## config.mk

```make
export PLATFORM = sky130hd
export DESIGN_NAME = write_back
export DESIGN_NICKNAME = d
export VERILOG_FILES = /design/src/rtl/write_back_pkg.sv /design/src/rtl/wb_result_mux.sv /design/src/rtl/write_back.sv
export SDC_FILE = /design/constraint.sdc
export NUM_CORES = 1
export LEC_CHECK = 0
export CAP_MARGIN = 20
export CORE_MARGIN = 2
export CORE_UTILIZATION = 45
export DETAILED_ROUTE_END_ITERATION = 10
export DONT_BUFFER_PORTS = 1
export PLACE_DENSITY_LB_ADDON = 0.3
export SLEW_MARGIN = 20
export SYNTH_ARGS = -nofsm -noshare
export SYNTH_HDL_FRONTEND = slang
export SYNTH_SLANG_ARGS = --single-unit
```

## constraint.sdc

```tcl
create_clock -name clk -period 2.45 [get_ports clk]
set_input_delay 0.49 -clock clk [delete_from_list [all_inputs] [get_ports clk]]
set_output_delay 0.49 -clock clk [all_outputs]
set_load 0.02 [all_outputs]
```

## src/rtl/write_back_pkg.sv

```systemverilog
// Shared widths, zero-register index and datapath typedefs for the write-back stage.
package write_back_pkg;

    localparam int DATA_W   = 64;
    localparam int REG_AW   = 5;
    localparam int ZERO_REG = 31;

    typedef logic [DATA_W-1:0] data_t;
    typedef logic [REG_AW-1:0] regaddr_t;

endpackage : write_back_pkg

```

## src/rtl/wb_result_mux.sv

```systemverilog
// Write-back data select: y = a when sel is 1 (loaded data), otherwise b (ALU result).
module wb_result_mux #(
    parameter int W = 64
) (
    input  logic         sel,
    input  logic [W-1:0] a,
    input  logic [W-1:0] b,
    output logic [W-1:0] y
);

    assign y = sel ? a : b;

endmodule : wb_result_mux

```

## src/rtl/write_back.sv

```systemverilog
// Single registered write-back stage with stall hold and synchronous reset.
// Optional macro WB_XZR_SQUASH_EN squashes writes (and data) targeting the zero register.
module write_back #(
    parameter int DATA_W   = write_back_pkg::DATA_W,
    parameter int REG_AW   = write_back_pkg::REG_AW,
    parameter int ZERO_REG = write_back_pkg::ZERO_REG
) (
    input  logic              clk,
    input  logic              reset,
    input  logic [REG_AW-1:0] RdI,
    input  logic [DATA_W-1:0] loadedDataI,
    input  logic [DATA_W-1:0] ResultsI,
    input  logic              MemToRegI,
    input  logic              RegWriteI,
    input  logic              stall,
    output logic [DATA_W-1:0] Data2Write,
    output logic [REG_AW-1:0] Reg2Write,
    output logic              oldRegWrite
);

    import write_back_pkg::*;

    logic [DATA_W-1:0] w_mux_y;
    logic [DATA_W-1:0] w_data_next;
    logic              w_wen_next;

    logic [DATA_W-1:0] r_data;
    logic [REG_AW-1:0] r_rd;
    logic              r_wen;

    wb_result_mux #(
        .W(DATA_W)
    ) u_result_mux (
        .sel(MemToRegI),
        .a  (loadedDataI),
        .b  (ResultsI),
        .y  (w_mux_y)
    );

`ifdef WB_XZR_SQUASH_EN
    logic w_is_xzr;

    // The destination index still passes through; only the enable and data are killed.
    assign w_is_xzr    = (RdI == REG_AW'(ZERO_REG));
    assign w_data_next = w_is_xzr ? '0 : w_mux_y;
    assign w_wen_next  = RegWriteI & ~w_is_xzr;
`else
    assign w_data_next = w_mux_y;
    assign w_wen_next  = RegWriteI;
`endif

    always_ff @(posedge clk) begin
        if (reset) begin
            r_data <= '0;
            r_rd   <= '0;
            r_wen  <= 1'b0;
        end else if (!stall) begin
            r_data <= w_data_next;
            r_rd   <= RdI;
            r_wen  <= w_wen_next;
        end
    end

    assign Data2Write  = r_data;
    assign Reg2Write   = r_rd;
    assign oldRegWrite = r_wen;

endmodule : write_back

```

After elaboration in Yosys (flattened, before gate mapping)
Index checks and enable logic that the tools add are counted.
Storage, ports and cells
  logic and storage cells: 4
  register bits after elaboration: 70
  bits of input ports: 138
  output and inout bits: 70
Cells by class
  multiplexer cells: 1
Operators with widths (number)
  $mux 64: 1

Longest topological paths before layout
Gate-level depths: netlist of run 1.
  depth in word-level cells: 1
  mapped depth: 4

By module
Synthesis of run 1 repeated with hierarchy kept, for this count alone.
Second synthesis, totals
  cells, all modules: 297
  area total of the unflattened synthesis: 3589.7 um2
Modules (own cells, without submodules)
  write_back: sequential area each 1401.3 um2, area each 2512.4 um2, cells an instance 226, times used 1
  wb_result_mux: sequential area each 0.0 um2, area each 1077.3 um2, cells an instance 71, times used 1

Worst setup path after synthesis of run 1
OpenSTA, ideal clock, no wires.
  path kind: input port to flip-flop
  start point: input stall
  end point: register r_data[42] (netlist: Data2Write[42])
  arrival time: 1.115 ns
  data required time: 2.312 ns
  cell stages on the path: 4
  buffers on the path: 2
  path slack: 1.198 ns
  cell sequence: buf_2 inv_2 buf_1 a211oi_1
RTL lines
  start: declaration: RTL line write_back.sv:15  | input logic stall,
  end signal: assignment: RTL line write_back.sv:58  | r_data <= w_data_next;
  end: declaration: RTL line write_back.sv:27  | logic [DATA_W-1:0] r_data;
No word-level cell between the ends.

Final worst setup path of run 1
  start point: register r_data[53] (netlist: Data2Write[53])
  end point: output Data2Write[53]
RTL lines
  end: declaration: RTL line write_back.sv:16  | output logic [DATA_W-1:0] Data2Write,
No word-level cell between the ends.

==> results by group, run 1 <==
Yosys
  – Yosys cell types: 11
  – Cells after Synth: 304
  – Yosys top cell by area: dfxtp_1
  – Most frequent cells after synthesis: dfxtp_1 (70), mux2i_1 (70), a211oi_1 (64), nor2b_1 (64), clkbuf_1 (19)
  – Post-Syn Area: 3200 µm²
  – Async set-reset flop share out of synthesis: 0%
  – Synth Net Count: 442
  – Yosys warns: 0
  – Seq/Total Area, Yosys: 43.9%
  – Synthesized flop and latch total: 70
  – Yosys top cell area share: 43.9%
  – Ranking of synthesized cells by area: dfxtp_1 (44%), mux2i_1 (22%), a211oi_1 (15%), nor2b_1 (13%), buf_8 (2.8%)
  – EDFF count, synth: 0
  – Primary FF master, synth: dfxtp_1
  – Syn_area_per_cell: 10.5 µm²

Placed design
  – Final HPWL DP: 4720 µm
  – DP Worst Slack: 0.993 ns
  – GP Congestion: 0.721
  – Port bufs: 0

Clocking
  – CTS tree: done
  – Clock-pin slew on the worst setup and hold paths: 0.07 ns
  – H-tree depth: 3
  – Hold bufs inserted after CTS: 0
  – CTS Sinks: 70
  – Post-CTS sizing: 0
  – CTS Buf Count: 9
  – Worst-Skew Late Latency: 0.32 ns
  – Clock Tree Buf Depth: 2
  – Postcts setup bufs: 0
  – Clk root buf: clkbuf_8

Hold path
  – Worst hold path depth: 1
  – Hold WC Path Type: input port to flop

Cells and area
  – Layout cells sized above 1: 4.81%
  – Ant. Diodes: 0
  – Final Util: 48.6%
  – P&R area growth vs syn: 3.80%
  – Nets: 425
  – Filler cell count: 697

Die
  – Die height: 88.3 µm
  – Core area: 6830 µm²
  – Die ar.: 7790 µm²
  – Rows: 30
  – Number of top-level pins: 208
  – Die W: 88.3 µm
  – Initial core utilization: 46.8%

Power
  – PD cells: 721 nW/µm²
  – Maximum vdd drop: 0.000306 V
  – Leakage: 1.34 nW

Critical path
  – Worst EP required: 1.96 ns
  – CP Depth: 0
  – Critical path class: flop to primary output
  – Setup crit end kind: primary output
  – Crit-path max FO: 2
  – CP arrival: 0.80 ns
  – Cells on worst reg2reg path: 2
  – Crit start category: flop

STA
  – Setup WS post-layout: 1.16 ns
  – Final setup fails: 0
  – Worst-Margin Slew: 0.575 ns
  – Pins Over Slew Limit: 0
  – Slew headroom: 61.6%
  – Max Freq: 0.778 GHz
  – Final hold vios: 0
  – Period utilization: 52.5%
  – Sum of negative setup slack: 0 ns
  – Period minus WS final: 1.29 ns
  – RSZ-0062 raised after global routing: false
  – Hold Worst Slack: 0.230 ns
  – Clock Skew: 0 ns

Drt
  – Drt via density: 5.60
  – DR iter-0 viols: 43
  – Drt pass-1 iters: 4
  – Post-route antenna net violation count: 0
  – Final WL: 6930 µm
  – Vias: 2168
  – Routed len/inst: 17.9 µm
  – DRC Markers: 0

GRT
  – Global route overflow: 0
  – Global-route wire length before repair: 9910 µm
  – Gr usage total: 16.7%
  – Largest net degree at the start of global routing: 72
  – Number of global-route vias before repair: 1951
  – Antenna violations before repair: 0

Run
  – Max-cap violations: 0

Outcome
  – Status: finished clean
## registers in the layout, summed over array words and instances, names as in the netlist
| register | cells |
|---|---|
| oldRegWrite | 1 |
| Data2Write | 64 |
| Reg2Write | 5 |
## report_power, final
group          leakage [nW]  switching, mW  internal, mW  total (mW)
Combinational         0.669         0.0796         0.122       0.202
Sequential            0.582          0.162          1.22        1.39
Clock                0.0865          0.387         0.417       0.804
Total                  1.34          0.629          1.76        2.39
## stage by stage
step | total power, mW | instance area (µm²) | std cells
floorplan | 1.63 | 3200 | 304
global placement | 1.61 | 3150 | 372
detailed placement | 1.62 | 3150 | 372
CTS | 2.44 | 3320 | 387
global route | 2.52 | 3320 | 387
finish | 2.39 | 3320 | 387
## layout make-up
cell class | count | area [µm²] | area share [%]
Inverter | 1 | 3.75 | 0.113
Clock buffer | 14 | 163 | 4.90
Sequential cell | 70 | 1400 | 42.2
Multi-Input combinational cell | 204 | 1600 | 48.4
Tap cell | 96 | 120 | 3.62
Clock inverter | 1 | 5.00 | 0.151
Timing Repair Buffer | 1 | 20.0 | 0.604
## placed cells by master, fill, tap and decap left out
cell type | synthesis | routed
a211oi_1 | 64 | 64
buf_12 | 0 | 1
clkbuf_1 | 19 | 3
clkbuf_8 | 0 | 11
clkinv_2 | 0 | 1
dfxtp_1 | 70 | 70
inv_2 | 1 | 1
mux2i_1 | 70 | 70
nor2_1 | 6 | 6
nor2b_1 | 64 | 64
## metal layers
| metal | wire length (µm) | global-route usage, % | vias to the layer above |
|---|---|---|---|
| met3 | 798 | 7.00 | 11 |
| met4 | 128 | 7.44 | 0 |
| met2 | 3260 | 26.4 | 132 |
| met1 | 2750 | 19.9 | 964 |
| met5 | 0 | 0 | - |
| li1 | - | - | 1061 |
## cells by family after synthesis
kind of cell | Yosys count | share of synthesized area, %
AOI/OAI and AO/OA | 64 | 15.0
buffers and inverters | 30 | 5.95
muxes | 70 | 21.9
DFF | 70 | 43.9
and+or+nand+nor | 70 | 13.2
## path summary, 6_finish.rpt
path | start | slack (ns) | endpoint
setup / recovery | Data2Write[53] | 1.16 | Data2Write[53]
hold / removal | reset | 0.23 | Reg2Write[3]
setup reg to reg | Data2Write[53] | 1.53 | Data2Write[53]
hold reg to reg | Data2Write[60] | 0.60 | Data2Write[60]
Note: power is estimated with default switching activity, not from simulation.
==> run 2, diff against run 1 <==
==> constraint.sdc (replaced) <==
create_clock -name clk -period 1.3 [get_ports clk]
set_input_delay 0.26 -clock clk [delete_from_list [all_inputs] [get_ports clk]]
set_output_delay 0.26 -clock clk [all_outputs]
set_load 0.02 [all_outputs]
==> run 2 against run 1 <==
  * Sequential cell count unchanged
  * Register-to-register slack worse by 1.5 ns
  * Largest power group unchanged
  * Global-route usage up 0.48 points
  * Setup slack worse by 1.1 ns
  * Worst hold slack worse by 0.23 ns
  * Clock-buffer cell count down 3
  * Die area unchanged
  * Core utilization up 2.2 points
  * First-iteration DRC count unchanged
  * Combinational power up 100%
  * Clock power up 150%
  * Critical path type is now flop to flop
==> results by group, run 2 (synthesized netlist as in run 1, its figures left out) <==
GRT
  – Global-route wire length before repair: 10500 µm (+5.6%)
  – Number of global-route vias before repair: 2082 (+6.7%)
  – Antenna violations before repair: 0 (unchanged)
  – Largest net degree at the start of global routing: 72 (unchanged)
  – Gr usage total: 17.2% (+0.48 points)
  – Global route overflow: 0 (unchanged)

Cells and area
  – Area of the multi-input gates: 1600 µm² (unchanged)
  – Design area: 3470 µm² (+4.6%)
  – Sequential Area: 1410 µm² (+0.45%)
  – Layout cells sized above 1: 8.03% (+3.2 points)
  – Ant. Diodes: 0 (unchanged)
  – P&R area growth vs syn: 8.54%
  – Commonest non-fill, non-tap cell in the layout: mux2i_1
  – Filler cell count: 684 (-1.9%)
  – Nets: 432 (+1.6%)
  – Max reg flops: 64 (unchanged)
  – Commonest non-fill, non-tap cells in the layout: mux2i_1 (70), dfxtp_1 (65), nor2b_1 (64), a211oi_1 (64), clkbuf_8 (11)

Critical path
  – Crit start category: flop
  – CP max-delay cell: dlygate4sd3_1
  – Setup crit end kind: flop
  – Cell chain of the critical path: mux2i_1 -> nor2_1 -> dlygate4sd3_1
  – Family with the most delay on the worst path: buffers and inverters
  – Crit-path max FO: 2 (unchanged)
  – CP arrival: 1.53 ns (+0.73 ns)
  – CP peak stage delay: 0.54 ns
  – Critical path class: flop to flop
  – Worst EP required: 1.58 ns (-0.38 ns)
  – Worst path buffer plus inverter count: 1

Placed design
  – Placed inst area: 3170 µm² (+0.64%)
  – GP Congestion: 0.669 (-7.3%)
  – DP Worst Slack: 0.417 ns (-0.576 ns)
  – Final HPWL DP: 4850 µm (+2.7%)
  – Port bufs: 0 (unchanged)

Die
  – Die W: 88.3 µm (unchanged)
  – Number of top-level pins: 208 (unchanged)
  – Die ar.: 7790 µm² (unchanged)
  – Core area: 6830 µm² (unchanged)
  – Initial core utilization: 46.8% (unchanged)
  – Rows: 30 (unchanged)
  – Die height: 88.3 µm (unchanged)

Clocking
  – Clk root buf: clkbuf_8
  – Postcts setup bufs: 0 (unchanged)
  – Clock Tree Buf Depth: 2 (unchanged)
  – Clock-pin slew on the worst setup and hold paths: 0.08 ns (about the same)
  – Worst-Skew Late Latency: 0.33 ns (about the same)
  – H-tree depth: 3 (unchanged)
  – Hold bufs inserted after CTS: 6 (+6)
  – CTS Buf Count: 9 (unchanged)
  – CTS Sinks: 70 (unchanged)
  – CTS tree: done

STA
  – Final hold vios: 0 (unchanged)
  – Period utilization: 96.0%
  – Slew headroom: 81.8% (+20 points)
  – Clock Skew: 0 ns (unchanged)
  – Period minus WS final: 1.25 ns
  – Setup WS post-layout: 0.0521 ns (-1.11 ns)
  – Final setup fails: 0 (unchanged)
  – RSZ-0062 raised after global routing: false
  – Sum of negative setup slack: 0 ns (unchanged)
  – Worst-Margin Slew: 0.272 ns (-0.303 ns)
  – Max Freq: 0.801 GHz
  – Pins Over Slew Limit: 0 (unchanged)

Drt
  – Routed len/inst: 18.3 µm (+2.4%)
  – Final WL: 7250 µm (+4.5%)
  – DRC Markers: 0 (unchanged)
  – Vias: 2226 (+2.7%)
  – Drt pass-1 iters: 4 (unchanged)
  – DR iter-0 viols: 43 (unchanged)
  – Drt via density: 5.64 (+0.60%)
  – Post-route antenna net violation count: 0 (unchanged)

Outcome
  – Status: finished clean

Hold path
  – Hold WC Path Type: input port to flop

Power
  – Leakage: 1.41 nW (+5.7%)
  – PD cells: 1450 nW/µm² (+100%)
  – Maximum vdd drop: 0.000613 V (+100%)

Run
  – Max-cap violations: 0 (unchanged)
run 2: stage by stage:
stage	total power, mW	hold slack, ns	cells	util (%)
floorplan	3.07	0.404	304	-
global placement	3.04	0.338	373	46.4
detailed placement	3.06	0.340	373	46.4
CTS	5.08	-0.0314	395	50.7
global route	5.26	-0.0386	395	50.8
finish	5.02	0.00278	395	50.8
run 2: final cells by class:
class,instances,area share (%)
clock buffer,11,4.37
clock inverter,5,2.34
inverter,1,0.108
multi-input combinational,204,46.2
sequential,70,40.6
tap,96,3.46
timing repair buffer,8,2.89
run 2: worst reg2reg max path: stages, from the launching register on:
cell,delay [ns]
dfxtp_1,0.46
mux2i_1,0.11
nor2_1,0.08
dlygate4sd3_1,0.54
run 2: path summary, 6_finish.rpt:
check	startpoint	end	slack, ns	cells after the start
worst max-delay path	Reg2Write[0]	Reg2Write[0]	0.05	3
worst min-delay path	reset	Data2Write[61]	0.003	1
worst max register to register	Reg2Write[0]	Reg2Write[0]	0.05	3
worst min register to register	Data2Write[36]	Data2Write[36]	0.60	2
run 2: where the power goes:
group / total [mW] / leakage (nW) / switching (mW) / internal (mW)
combinational: 0.405 / 0.715 / 0.155 / 0.249
sequential: 2.61 / 0.584 / 0.306 / 2.31
clock: 2.00 / 0.116 / 0.817 / 1.19
run 2: what timing repair did:
item                                    4_1_cts  5_1_grt
endpoints found under the setup margin        0        5
endpoints found under the hold margin        70       64
gates resized for setup                       0        5
run 2: layer usage:
| metal | vias up | track usage (%) | share of wire [%] |
|---|---|---|---|
| met2 | 131 | 28.6 | 48 |
| met5 | - | 0 | 0 |
| met1 | 1013 | 20.3 | 40 |
| met4 | 0 | 5.37 | 1.1 |
| li1 | 1073 | - | - |
| met3 | 9 | 6.90 | 11 |
